`config.mk`:
```
export PLATFORM = sky130hd
export DESIGN_NAME = unit_wave_scheduler
export DESIGN_NICKNAME = d
export VERILOG_FILES = /design/src/rtl/unit_wave_scheduler.sv
export SDC_FILE = /design/constraint.sdc
export NUM_CORES = 1
export LEC_CHECK = 0
export ABC_AREA = 0
export BUFFER_PORTS_ARGS = -buffer_cell sky130_fd_sc_hd__buf_2
export CORE_ASPECT_RATIO = 0.7
export CORE_MARGIN = 5
export CORE_UTILIZATION = 54
export CTS_CLUSTER_SIZE = 40
export DETAILED_ROUTE_END_ITERATION = 8
export PLACE_DENSITY_LB_ADDON = 0.08
export SLEW_MARGIN = 20
export SYNTH_ARGS = -nofsm -noshare
export SYNTH_HDL_FRONTEND = slang
export SYNTH_SLANG_ARGS = --single-unit
```
`constraint.sdc`:
```
create_clock -name clk -period 2.9 [get_ports clk]
set_input_delay 0.58 -clock clk [delete_from_list [all_inputs] [get_ports clk]]
set_output_delay 0.58 -clock clk [all_outputs]
set_load 0.03 [all_outputs]
```
`src/rtl/unit_wave_scheduler.sv`:
```
// Game-tick phase generator, spawn-permit arbiter and friendly-slot reductions
// (battlefront minimum, per-tick saturating damage total).
module unit_wave_scheduler #(
    parameter int NUM_UNITS      = 4,
    parameter int TICK_DIV       = 16,
    parameter int SPAWN_COOLDOWN = 8
) (
    input  logic                   clk,
    input  logic                   reset_n,
    input  logic                   enable,
    input  logic                   spawn_btn,
    input  logic [NUM_UNITS-1:0]   slot_dead,
    input  logic [9*NUM_UNITS-1:0] slot_pos,
    input  logic [8*NUM_UNITS-1:0] slot_dmg,
    output logic [NUM_UNITS-1:0]   can_spawn,
    output logic                   move_scen,
    output logic                   damage_scen,
    output logic [8:0]             friendly_front,
    output logic [10:0]            total_damage,
    output logic                   cooldown_busy
);
    localparam logic [2:0] S_IDLE   = 3'd0;
    localparam logic [2:0] S_WAIT   = 3'd1;
    localparam logic [2:0] S_MOVE   = 3'd2;
    localparam logic [2:0] S_SETTLE = 3'd3;
    localparam logic [2:0] S_DAMAGE = 3'd4;
    localparam int CW = $clog2(TICK_DIV);

    logic [2:0]           r_state, w_state_nxt;
    logic [CW-1:0]        r_tick_cnt, w_cnt_nxt;
    logic [7:0]           r_cooldown;
    logic [NUM_UNITS-1:0] r_can_spawn, w_grant;
    logic                 r_move_scen, r_damage_scen;
    logic [8:0]           r_front, w_min;
    logic [10:0]          r_total;
    logic [15:0]          w_sum;
    logic                 w_spawn;
    logic                 w_found;

    always_comb begin
        w_state_nxt = r_state;
        w_cnt_nxt   = r_tick_cnt;
        case (r_state)
            S_IDLE: begin
                w_cnt_nxt = '0;
                if (enable) w_state_nxt = S_WAIT;
            end
            S_WAIT: begin
                if (!enable) begin
                    w_state_nxt = S_IDLE;
                    w_cnt_nxt   = '0;
                end else if (r_tick_cnt == CW'(TICK_DIV - 1)) begin
                    w_state_nxt = S_MOVE;
                    w_cnt_nxt   = '0;
                end else begin
                    w_cnt_nxt = r_tick_cnt + 1'b1;
                end
            end
            // Once the move strobe is issued the tick always runs to damage.
            S_MOVE:   w_state_nxt = S_SETTLE;
            S_SETTLE: w_state_nxt = S_DAMAGE;
            S_DAMAGE: w_state_nxt = enable ? S_WAIT : S_IDLE;
            default:  w_state_nxt = S_IDLE;
        endcase
    end

    always_comb begin
        w_grant = '0;
        w_found = 1'b0;
        w_min   = 9'h1FF;
        w_sum   = '0;
        for (int i = 0; i < NUM_UNITS; i++) begin
            if (slot_dead[i] && !w_found) begin
                w_grant[i] = 1'b1;
                w_found    = 1'b1;
            end
            if (!slot_dead[i]) begin
                if (slot_pos[9*i +: 9] < w_min) w_min = slot_pos[9*i +: 9];
                w_sum = w_sum + 16'(slot_dmg[8*i +: 8]);
            end
        end
    end

    assign w_spawn = spawn_btn && (r_can_spawn != '0);

    always_ff @(posedge clk or negedge reset_n) begin
        if (!reset_n) begin
            r_state       <= S_IDLE;
            r_tick_cnt    <= '0;
            r_cooldown    <= '0;
            r_can_spawn   <= '0;
            r_move_scen   <= 1'b0;
            r_damage_scen <= 1'b0;
            r_front       <= 9'h1FF;
            r_total       <= '0;
        end else begin
            r_state       <= w_state_nxt;
            r_tick_cnt    <= w_cnt_nxt;
            r_move_scen   <= (r_state == S_MOVE);
            r_damage_scen <= (r_state == S_DAMAGE);
            r_front       <= w_min;
            // Sampled after the move strobe so slots' updated damage is included.
            if (r_state == S_SETTLE)
                r_total <= (w_sum > 16'h07FF) ? 11'h7FF : w_sum[10:0];
            // A spawn reload takes priority over the per-tick decrement.
            if (w_spawn)
                r_cooldown <= 8'(SPAWN_COOLDOWN);
            else if (r_state == S_MOVE && r_cooldown != 8'd0)
                r_cooldown <= r_cooldown - 8'd1;
            r_can_spawn <= (enable && r_cooldown == 8'd0 && !w_spawn) ? w_grant : '0;
        end
    end

    assign can_spawn      = r_can_spawn;
    assign move_scen      = r_move_scen;
    assign damage_scen    = r_damage_scen;
    assign friendly_front = r_front;
    assign total_damage   = r_total;
    assign cooldown_busy  = (r_cooldown != 8'd0);
endmodule

```
==> results list <==
- STA classifies the critical path endpoint as a flip-flop.
- Clock Power Share: 0.114
- Count of unresolved DRC violations after routing: 0
* Number of standard-cell rows in the floorplan: 25
- Data arrives at the worst endpoint at about 6.0 ns.
- The net count of the finished layout is between 700 and 800.
- Path type of the worst setup path: input pin to flip-flop
- Maximum number of pins on one net before global-route repair: 42
* Routed Wire Length: roughly 16 mm
* Internal Dissipation: approximately 1900 uW
* Area of all placed cells without fillers: 0.00621 mm^2
- Die Span Y: about 80 um
* Maximum fanout along the worst path: 8
- Area share of the leading cell type in the synthesized netlist: 0.210
* Detailed placer's ending HPWL: between 8 and 9 mm
- Yosys printed 0 warnings.
- Clock skew on the completed layout was measured at 0.00389 ns.
- In the final routed layout, each cell accounts on average for approximately 21 um.
- about 100 I/O pins were placed.
- Routed vias/inst: between 6 and 7
- Delay contributed by the slowest stage of the critical path: between 0.3 and 0.4 ns
- Final core utilization: 0.910
- For flop-to-flop paths, the worst setup slack is just under 0.4 ns.
- Netlist area before placement: between 0.003 and 0.004 mm^2
- In this run, the number of DRC markers left after iteration 0 of detailed routing was between 300 and 400.
* Final weighted congestion in routability-driven placement: approximately 0.89
- Library cell used as clock root buffer: sky130_fd_sc_hd__clkbuf_8
* CTS tree: built
* Setup repair after global routing missed its margin: true
* Net count after synthesis: approximately 560
- Setup violations remaining at the end of the flow were counted as 19.
* Sw Share: 0.434
* Transition time at the pin with the least slew margin: about 0.89 ns
- Timing analysis after detailed placement gives a worst setup slack of -2.90 ns.
- Main area contributors after synthesis: sky130_fd_sc_hd__dfrtp_1 (21%), sky130_fd_sc_hd__ha_1 (16%), sky130_fd_sc_hd__dfstp_2 (6.2%), sky130_fd_sc_hd__mux2i_1 (5.5%), sky130_fd_sc_hd__nor2_1 (4.7%)
- Antenna diode instance count: 0
- Remaining Overflow, GRT: 0
- For this design, the CTS-stage hold fixing added 0 buffers.
* Post-CTS clock slew at the launch and capture registers of the worst setup and hold paths: 0.08 ns
* Count of pins over their slew limit: 0
- The core region is a little under 0.007 mm^2.
* Power share of the combinational group: 0.634
- The floorplan step defined a die boundary enclosing between 0.008 and 0.009 mm^2.
- For this design, the sink count on the clock tree is 41.
- Measured along the x axis, the die boundary spans about 110 um.
* Number of enable-type register cells in the synthesized netlist: 0
- Maximum root-to-sink buffer count: 2
* Setup Total Neg Slack: -35.09 ns
- Dividing the synthesized area by the synthesized cell count gives ~9 um^2.
* Kind of start point of the critical path: input pin
- The smallest clock period supported by the final layout is computed as ~5.8 ns.
- Across every metal layer, demand over resource in global routing totals 0.295.
- In this run the power spent charging and discharging nets is 1480 uW.
- Setup slack after layout: -2.88 ns
- Layout Area Growth over Synthesis: 62.5%
- The placed instances occupy a cell area of between 0.005 and 0.006 mm^2.
* Fraction of final layout cells with drive strength greater than 1: 0.536
- Before antenna repair, the detailed router went through 5 iterations.
- The tightest min-delay check is of the input pin to async pin type.
- The number of hold-slack violations in the final timing report came to 0.
* Max_slew headroom: 0.407
- Power per Cell Area: about 550 mW/mm^2
* Failing checks: setup timing
* Leak: ~0.0030 uW
- Across the VDD grid, the largest voltage drop is about 0.42 mV.
- Outcome: finished with violations
* # Max-Cap Violations: 0
- The cell count after synthesis came out at ~440.
- The largest total area in the synthesized netlist belongs to sky130_fd_sc_hd__dfrtp_1.
- Highest clock rate: 173 MHz
* Antenna violations before repair: 0
* Most used standard cells in the synthesized netlist: sky130_fd_sc_hd__ha_1 (48), sky130_fd_sc_hd__nor2_1 (48), sky130_fd_sc_hd__inv_1 (37)
* Share of flip-flops with an asynchronous set or reset: 1.00
* Number of nets with antenna violations after routing: 0
- At the worst endpoint, the required time is 3.12 ns.
- Of the total power, registers draw 0.252.
- Cell at the slowest stage of the critical path: sky130_fd_sc_hd__ha_1
- Post-synthesis register bit count: 41
* IO Port Bufs: roughly 100
- The initial utilization of the core area, before any placement, comes to 0.560.
- Maximum level of the CTS H-tree: 2
- Share of the clock period used by the worst path: 1.99
- In this run, distinct cell masters in the synthesized netlist total 57.
- Via count: roughly 4600
- Via count of the first global-routing pass: ~4500
* Most used flip-flop cell after synthesis: sky130_fd_sc_hd__dfrtp_1
- Sequential element share of the synthesized area: 0.272
* Wire length of the first global-routing pass: approximately 21 mm
- Number of buffers created by CTS: 5
* Clock latency on the worst-skew pair: 0.30 ns
## layout make-up
class	count	area (um^2)
inverter	37	139
clock buffer	7	86.3
multi-input combinational	349	3230
timing repair buffer	230	1600
tap	94	118
sequential	41	1040
fill	269	613
## what timing repair did
| item | in CTS | in global routing |
|---|---|---|
| resized for setup | 53 | 40 |
| pin swaps | 33 | 44 |
| endpoints found under the hold margin | 0 | 0 |
| buffers inserted | 19 | 13 |
| gates cloned | 1 | 0 |
| endpoints found under the setup margin | 19 | 19 |
## metrics by stage
step	power, uW	cells	hold slack, ns
finish	3410	758	0.397
global route	3590	758	0.473
CTS	3090	747	0.430
detailed placement	2520	721	0.465
global placement	2430	721	0.457
floorplan	1930	437	0.284
## cells in the final DEF (no fill, tap or decap), drive strengths merged, types with 3 or more instances in the layout
cell / count
buf: 230
nor2: 49
ha: 48
inv: 37
a21oi: 37
dfrtp: 32
o21ai: 31
nand2: 27
mux2i: 21
xnor2: 16
nor2b: 13
mux2: 11
dfstp: 9
xor2: 8
nand3: 7
clkbuf: 7
a21o: 6
a31oi: 6
nand4: 5
nor3: 5
or3: 5
o21bai: 4
o31ai: 4
a211oi: 4
o21a: 3
a211o: 3
nand2b: 3
nor3b: 3
nor4b: 3
fa: 3
or4: 3
## kinds of logic (layout without fill, tap and decap cells)
logic type,Yosys count,in the layout,synth area share
AOI/OAI and AO/OA,113,113,0.196
muxes,32,32,0.0875
adders and majority gates,51,51,0.173
buffers and inverters,48,274,0.0514
DFF,41,41,0.272
and+or+nand+nor,128,129,0.165
xor gates and xnor gates,24,24,0.0550
## critical path: cells and delay by family
family | cells | cell delay, ns
AO/OA/AOI/OAI | 14 | 2.72
multiplexers | 2 | 0.43
AND/OR/NAND/NOR | 7 | 0.77
adder cells (fa/ha/maj) | 3 | 0.85
buffers and inverters | 5 | 0.63
## state kept, by name, summed over array words and instances (netlist names)
signal          count
r_tick_cnt          4
move_scen           1
damage_scen         1
r_cooldown          8
r_state             3
friendly_front      9
can_spawn           4
total_damage       11
## path summary, 6_finish.rpt
kind,endpoint,startpoint,depth (start not counted)
max,friendly_front[4],slot_pos[7],31
min,r_cooldown[4],reset_n,1
max reg2reg,r_cooldown[7],r_cooldown[4],7
min reg2reg,total_damage[0],total_damage[0],2
max in group asynchronous,total_damage[9],reset_n,1
min in group clk,total_damage[0],total_damage[0],2
## power by group through the flow
| stage | logic [uW] | registers [uW] | clock network (uW) |
|---|---|---|---|
| after global placement | 1590 | 848 | 0 |
| after detailed placement | 1660 | 860 | 0 |
| final | 2160 | 859 | 390 |
| after global routing | 2300 | 877 | 415 |
| after CTS | 1860 | 851 | 377 |
| after floorplan | 894 | 1030 | 0 |
## layer usage
metal,global-route usage,part of all wire
met5,0,0
met4,0.106,0.064
met3,0.0580,0.081
met2,0.538,0.48
met1,0.350,0.38
Power figures use the tool's default switching activity.
